<file path="src/rtl/uart_rx_byte.sv">
// 8N1 UART receiver: two-flop rxd synchroniser, mid-bit sampling FSM and a
// one-entry holding register with valid/read handshake, overrun and framing error.
module uart_rx_byte #(
   parameter int unsigned CLK_FREQ = 25000000,
   parameter int unsigned BAUD     = 115200
) (
   input  logic       clk,
   input  logic       reset,
   input  logic       rxd,
   input  logic       rx_rd,
   output logic [7:0] rx_data,
   output logic       rx_valid,
   output logic       overrun,
   output logic       frame_err,
   output logic       busy
);

   // CLKS_PER_BIT must be at least 8 for the mid-bit sampling margin to hold.
   localparam int unsigned CLKS_PER_BIT = CLK_FREQ / BAUD;
   localparam int unsigned HALF_BIT     = CLKS_PER_BIT / 2;
   localparam int unsigned CNT_W        = $clog2(CLKS_PER_BIT);
   localparam int unsigned IDX_W        = 3;
   localparam int unsigned DATA_W       = 8;

   localparam logic [CNT_W-1:0] CNT_HALF = CNT_W'(HALF_BIT - 1);
   localparam logic [CNT_W-1:0] CNT_TC   = CNT_W'(CLKS_PER_BIT - 1);

   typedef enum logic [2:0] {
      ST_IDLE,
      ST_START,
      ST_DATA,
      ST_STOP,
      ST_BREAK
   } state_e;

   state_e              state_q, state_d;
   logic [CNT_W-1:0]    cnt_q, cnt_d;
   logic [IDX_W-1:0]    bit_idx_q, bit_idx_d;
   logic [DATA_W-1:0]   shift_q, shift_d;
   logic [DATA_W-1:0]   rx_data_q, rx_data_d;
   logic                rx_valid_q, rx_valid_d;
   logic                overrun_q, overrun_d;
   logic                frame_err_q, frame_err_d;
   logic                busy_q, busy_d;
   logic                sync1_q, sync2_q;
   logic                rxd_s;
   logic                load_c;

   // Synchroniser resets high so an idle line never looks like a start bit.
   always_ff @(posedge clk or posedge reset) begin
      if (reset) begin
         sync1_q <= 1'b1;
         sync2_q <= 1'b1;
      end else begin
         sync1_q <= rxd;
         sync2_q <= sync1_q;
      end
   end

   assign rxd_s = sync2_q;

   always_ff @(posedge clk or posedge reset) begin
      if (reset) begin
         state_q     <= ST_IDLE;
         cnt_q       <= '0;
         bit_idx_q   <= '0;
         shift_q     <= '0;
         rx_data_q   <= '0;
         rx_valid_q  <= 1'b0;
         overrun_q   <= 1'b0;
         frame_err_q <= 1'b0;
         busy_q      <= 1'b0;
      end else begin
         state_q     <= state_d;
         cnt_q       <= cnt_d;
         bit_idx_q   <= bit_idx_d;
         shift_q     <= shift_d;
         rx_data_q   <= rx_data_d;
         rx_valid_q  <= rx_valid_d;
         overrun_q   <= overrun_d;
         frame_err_q <= frame_err_d;
         busy_q      <= busy_d;
      end
   end

   always_comb begin
      state_d     = state_q;
      cnt_d       = cnt_q;
      bit_idx_d   = bit_idx_q;
      shift_d     = shift_q;
      rx_data_d   = rx_data_q;
      rx_valid_d  = rx_valid_q;
      overrun_d   = overrun_q;
      frame_err_d = 1'b0;
      load_c      = 1'b0;

      if (rx_rd && rx_valid_q) begin
         rx_valid_d = 1'b0;
         overrun_d  = 1'b0;
      end

      case (state_q)
         ST_IDLE: begin
            if (!rxd_s) begin
               state_d = ST_START;
               cnt_d   = '0;
            end
         end
         ST_START: begin
            if (cnt_q == CNT_HALF) begin
               cnt_d     = '0;
               bit_idx_d = '0;
               state_d   = rxd_s ? ST_IDLE : ST_DATA;
            end else begin
               cnt_d = cnt_q + CNT_W'(1);
            end
         end
         ST_DATA: begin
            if (cnt_q == CNT_TC) begin
               cnt_d              = '0;
               shift_d[bit_idx_q] = rxd_s;
               bit_idx_d          = bit_idx_q + IDX_W'(1);
               if (bit_idx_q == IDX_W'(DATA_W - 1)) begin
                  state_d = ST_STOP;
               end
            end else begin
               cnt_d = cnt_q + CNT_W'(1);
            end
         end
         ST_STOP: begin
            if (cnt_q == CNT_TC) begin
               cnt_d = '0;
               if (rxd_s) begin
                  load_c  = 1'b1;
                  state_d = ST_IDLE;
               end else begin
                  frame_err_d = 1'b1;
                  state_d     = ST_BREAK;
               end
            end else begin
               cnt_d = cnt_q + CNT_W'(1);
            end
         end
         ST_BREAK: begin
            if (rxd_s) begin
               state_d = ST_IDLE;
            end
         end
         default: begin
            state_d = ST_IDLE;
            cnt_d   = '0;
         end
      endcase

      // A load beats a same-cycle read; overrun only when the old byte was unread.
      if (load_c) begin
         rx_data_d  = shift_q;
         rx_valid_d = 1'b1;
         if (rx_valid_q && !rx_rd) begin
            overrun_d = 1'b1;
         end
      end
   end

   assign busy_d = (state_d != ST_IDLE);

   assign rx_data   = rx_data_q;
   assign rx_valid  = rx_valid_q;
   assign overrun   = overrun_q;
   assign frame_err = frame_err_q;
   assign busy      = busy_q;

endmodule

</file>
<file path="config.mk">
export PLATFORM = sky130hd
export DESIGN_NAME = uart_rx_byte
export DESIGN_NICKNAME = d
export VERILOG_FILES = /design/src/rtl/uart_rx_byte.sv
export SDC_FILE = /design/constraint.sdc
export NUM_CORES = 1
export LEC_CHECK = 0
export ABC_AREA = 0
export BUFFER_PORTS_ARGS = -buffer_cell sky130_fd_sc_hd__buf_2
export CORE_ASPECT_RATIO = 1.5
export CORE_UTILIZATION = 58
export CTS_BUF_LIST = sky130_fd_sc_hd__clkbuf_16
export DETAILED_ROUTE_END_ITERATION = 7
export PLACE_DENSITY = 0.76
export RECOVER_POWER = 25
export REMOVE_ABC_BUFFERS = 1
export SETUP_SLACK_MARGIN = 0.15
export SLEW_MARGIN = 15
export SYNTH_ARGS = -nofsm -noshare
export SYNTH_HDL_FRONTEND = slang
export SYNTH_SLANG_ARGS = --single-unit
</file>
<file path="constraint.sdc">
create_clock -name clk -period 2.2 [get_ports clk]
set_input_delay 0.33 -clock clk [delete_from_list [all_inputs] [get_ports clk]]
set_output_delay 0.33 -clock clk [all_outputs]
set_load 0.01 [all_outputs]
</file>
## Word-level counts from Yosys, hierarchy flattened

Index checks and enable logic that the tools add are counted.

- Add/subtract/negate cells: 2
- Order comparisons: 2
- Equal/unequal tests: 10
- Muxes and demuxes: 30
- Bitwise operators: 1
- Reduce and logical (&&, ||, !) cells: 12

Operators with widths:

| cell | number |
|---|---|
| 8-bit case mux with 4 select lines | 1 |
| 3-bit two-way mux | 9 |
| 8-bit two-way mux | 3 |
| 3-bit case mux with 5 select lines | 1 |
| 1-bit two-way mux | 12 |
| 8-bit by 1-bit adder with 8-bit output, second input constant | 1 |
| 8-bit bitwise mux | 1 |
| 8-bit by 7-bit == test with 1-bit output, second input constant | 1 |
| 8-bit == test, second input constant | 1 |
| 3-bit by 2-bit == test with 1-bit output, second input constant | 2 |
| 3-bit == test, second input constant | 2 |
| 2-bit != test, second input constant | 3 |
| 3-bit case mux with 2 select lines | 1 |
| 3-bit by 4-bit less-than comparator with 1-bit output, second input constant | 1 |
| 2-bit AND reduction | 2 |
| 2-bit nonzero test | 2 |
| 3-bit by 1-bit adder with 3-bit output, second input constant | 1 |
| 1-bit demux with 3-bit select | 1 |
| 3-bit by 1-bit == test with 1-bit output, second input constant | 1 |
| 3-bit by 1-bit >= comparator with 1-bit output, second input constant | 1 |
| 1-bit logical AND | 3 |
| 3-bit zero test | 1 |
| 3-bit AND reduction | 1 |
| 3-bit nonzero test | 1 |
| other kinds (4) | 4 |

- Bits in registers: 36
- Input bits: 4
- Output and inout bits: 12
- Word-level logic and storage cells: 68

## Depth between registers and ports, before layout

- Depth after elaboration: 5
- Depth in mapped cells: 7
- Gate-level depth less buffers: 6

## Worst setup path before layout

OpenSTA, ideal clock, no wires.

- Path kind: register -> register
- Start: reg cnt_q[0]
- End: reg rx_data_q[0], in the netlist rx_data[0]
- Setup time: 125 ps
- Data arrival time: 1,747 ps
- Required time: 2,075 ps
- Setup slack: 328 ps
- Cell stages (with the launch flop): 7
- Buffers on the path: 1
- Clock period less this slack: 1,872 ps
- Cells stage by stage: dfrtp_1 inv_1 ha_1 nand4b_2 or4_4 buf_6 mux2_4

- Word-level cells in the longest chain between the ends: 3

RTL lines:

| element | RTL line | source |
|---|---|---|
| from (decl) | 37 | `logic [CNT_W-1:0] cnt_q, cnt_d;` |
| from (signal assigned) | 75 | `cnt_q <= cnt_d;` |
| 8-bit == test | 131 | `if (cnt_q == CNT_TC) begin` |
| 1-bit two-way mux | 131 |  |
| 1-bit two-way mux | 102 | `case (state_q)` |
| to (signal assigned) | 78 | `rx_data_q <= rx_data_d;` |
| to (decl) | 40 | `logic [DATA_W-1:0] rx_data_q, rx_data_d;` |

Every way passes these cells.
A chain may end at the register's enable or synchronous reset.

==> results_dict.tcl <==
set metrics [dict create \
    outcome "finished, final reports clean" \
    grt_usage_pct 25.60 \
    drt_iter0_drc 25 \
    busiest_layer "met2" \
    worstPathMaxFanout 6 \
    clk_pin_slew_worst_paths_ns 0.05 \
    fin_util_pct 72.22 \
    use_met3_pct 7.143 \
    wl_per_cell_um 16.83 \
    core_area_um2 2973 \
    yosysTopAreaCellShare_pct 45.95 \
    num_vias 1334 \
    hold_viol 0 \
    clockRootBuffer "clkbuf_16" \
    gp_congestion 0.8411 \
    yosysMostFrequentCell "dfrtp_1" \
    slowest_stage "or4_4" \
    dp_cells 217 \
    setup_viol 0 \
    h-tree-depth 2 \
    gr-total-overflow 0 \
    grt_pass1_wl_um 5989 \
    period_needed_ns 2.001 \
    p_total_mw 1.337 \
    drive_gt1_share_pct 29.95 \
    synth_commonest_cells "dfrtp_1 (34), nand2_1 (17), inv_1 (10)" \
    synth_top_area_cell "dfrtp_1" \
    arrival_ns 2.19 \
    synth_edf_count 0 \
    dr.pass1.iters 4 \
    p_int_mw 1.076 \
    power_density_nw_per_um2 622.8 \
    post_synth_instance_area_um2 1852 \
    synthArstFlopShare_pct 100.0 \
    die_h_um 71.21 \
    hp-class "in -> async" \
    antenna_found_initial 0 \
    layout.cells.non_filler 226 \
    dieArea_um2 3427 \
    ys_types 46 \
    hpwlAfterDp_um 2700 \
    num_antenna_cells 0 \
    cts_tree "built" \
    clkLatencyLatePin_ns 0.28 \
    initial_core_util_pct 62.29 \
    area_delta_synth_final_pct 15.95 \
    grt_util_met2_pct 43.24 \
    cpPeakStageDelay_ns 0.63 \
    drt-total-wl_um 3804 \
    io_pins 16 \
    via_per_inst 5.903 \
    cts_buffer_depth 2 \
    antenna_left 0 \
    maxSlewHeadroom_pct 20.25 \
    cts_buffers 5 \
    use_met1_pct 26.60 \
    synth_cells 164 \
    grt_pass1_vias 1322 \
    period_share_pct 90.97 \
    maxCapViolCount 0 \
    portBuffers 15 \
    p_leak_nw 1.079 \
    p_clk_share_pct 48.5 \
    power_frac_seq_pct 49.9 \
    worstPathCellList "inv_1 > ha_1 > nand4b_4 > or4_4 > nor2_1 > a2bb2oi_1" \
    peakVddDrop_mv 0.5034 \
    ys_ff_latch 36 \
    ys.flop_type "dfrtp_1" \
    clock_sinks 36 \
    p_sw_share_pct 19.51 \
    die_w_um 48.14 \
    fin_worst_skew_ns 0.001702 \
    worst_pin_slew_ns 1.196 \
    rows 24 \
    p_comb_share_pct 1.6 \
    reg2reg_slack_ns 0.20 \
    synth_area_leaders "dfrtp_1 (46%), mux2_4 (6.5%), mux2_2 (4.3%), nand2_1 (3.4%), dfstp_2 (2.8%)" \
    cp.required_ns 2.38 \
    drc 0 \
    critPathKind "reg -> reg" \
    nets 195 \
    tns_ns 0 \
    finalMaxSlewViolations 0 \
    crit_path_end_kind "flop" \
    switching_power_mw 0.2609 \
    synth_warnings 0 \
    start_kind "flop" \
    ys_seq_area_share_pct 48.78 \
    fmax_mhz 499.7 \
    postSynthAreaPerCell_um2 11.29 \
    rsz0062_at_grt "yes" \
    grt_max_degree 25 \
]
[final cells by class]
class,instances,area [um^2]
repair buffers,21,116.4
clock buffers,5,125.1
fillers,189,825.8
inverters,10,37.54
flip-flops and latches,36,903.4
well taps,39,48.80
clock inverters,2,8.758
multi-input cells,113,907.1
[cells by family after synthesis]
logic type | Yosys count | share of synthesized area [%]
flip-flops | 36 | 48.78
adder cells (fa/ha/maj) | 4 | 2.703
AO/OA/AOI/OAI | 27 | 11.22
AND/OR/NAND/NOR | 64 | 21.62
multiplexers | 17 | 11.82
buffers and inverters | 16 | 3.851
[placed cells by master, fill, tap and decap left out, types with 3 or more instances in the layout]
cell	netlist	layout
ha_1	4	4
buf_2	0	15
nand3_1	4	4
nand4_1	3	3
o21ai_0	8	8
o211ai_1	4	4
dfrtp_1	34	34
nand2_1	17	17
clkbuf_16	0	5
nand2b_1	4	4
inv_1	10	11
nor2_1	8	8
mux2_4	8	8
mux2_2	7	7
nor2b_1	4	4
buf_4	1	5
[power by group through the flow]
stage,clock [mW],combinational (mW),sequential [mW]
final,0.648,0.0215,0.667
after CTS,0.657,0.0261,0.667
after global placement,0,0.0249,0.678
after global routing,0.680,0.0263,0.667
after detailed placement,0,0.0260,0.678
after floorplan,0,0.0112,0.680
[timing repair]
item,in CTS,in global routing
setup buffers,0,1
hold buffers,0,0
resized for setup,0,4
setup endpoints to repair,0,12
[worst max-delay path, delay by kind of cell (launching register included)]
kind / cells / cell delay (ns)
adders and majority gates: 1 / 0.21
DFF: 1 / 0.42
buffers and inverters: 1 / 0.08
and+or+nand+nor: 3 / 0.96
AOI/OAI and AO/OA: 1 / 0.22
[metal layers]
metal  vias up  share of wire (%)
met4         0                3.3
li1        634                  -
met2        31                 59
met3        11                2.7
met5         -                  0
met1       658                 35
[registers in the layout (all words and copies together), names as in the netlist, named ones only]
register,count
rx_data,8
rxd_s,1
state_q,3
shift_q,8
busy,1
bit_idx_q,3
frame_err,1
sync1_q,1
cnt_q,8
rx_valid,1
[final timing paths]
kind                          start    endpoint  cells past startpoint
setup / recovery           cnt_q[0]        flop                      6
max in group asynchronous     reset  shift_q[2]                      3
setup reg to reg           cnt_q[0]        flop                      6
hold / removal                reset    cnt_q[6]                      2
min in group clk                rxd     sync1_q                      1
hold reg to reg             sync1_q       rxd_s                      0
[metrics by stage]
stage               area (um^2)  hold slack, ns  worst slack [ns]
floorplan                  1818          0.3345            0.3481
global placement           1992          0.3463            0.2814
detailed placement         1992          0.3496            0.2164
CTS                        2126          0.1008            0.1646
global route               2147          0.1124           0.07629
finish                     2147         0.06291            0.1987
Power figures use the tool's default switching activity.
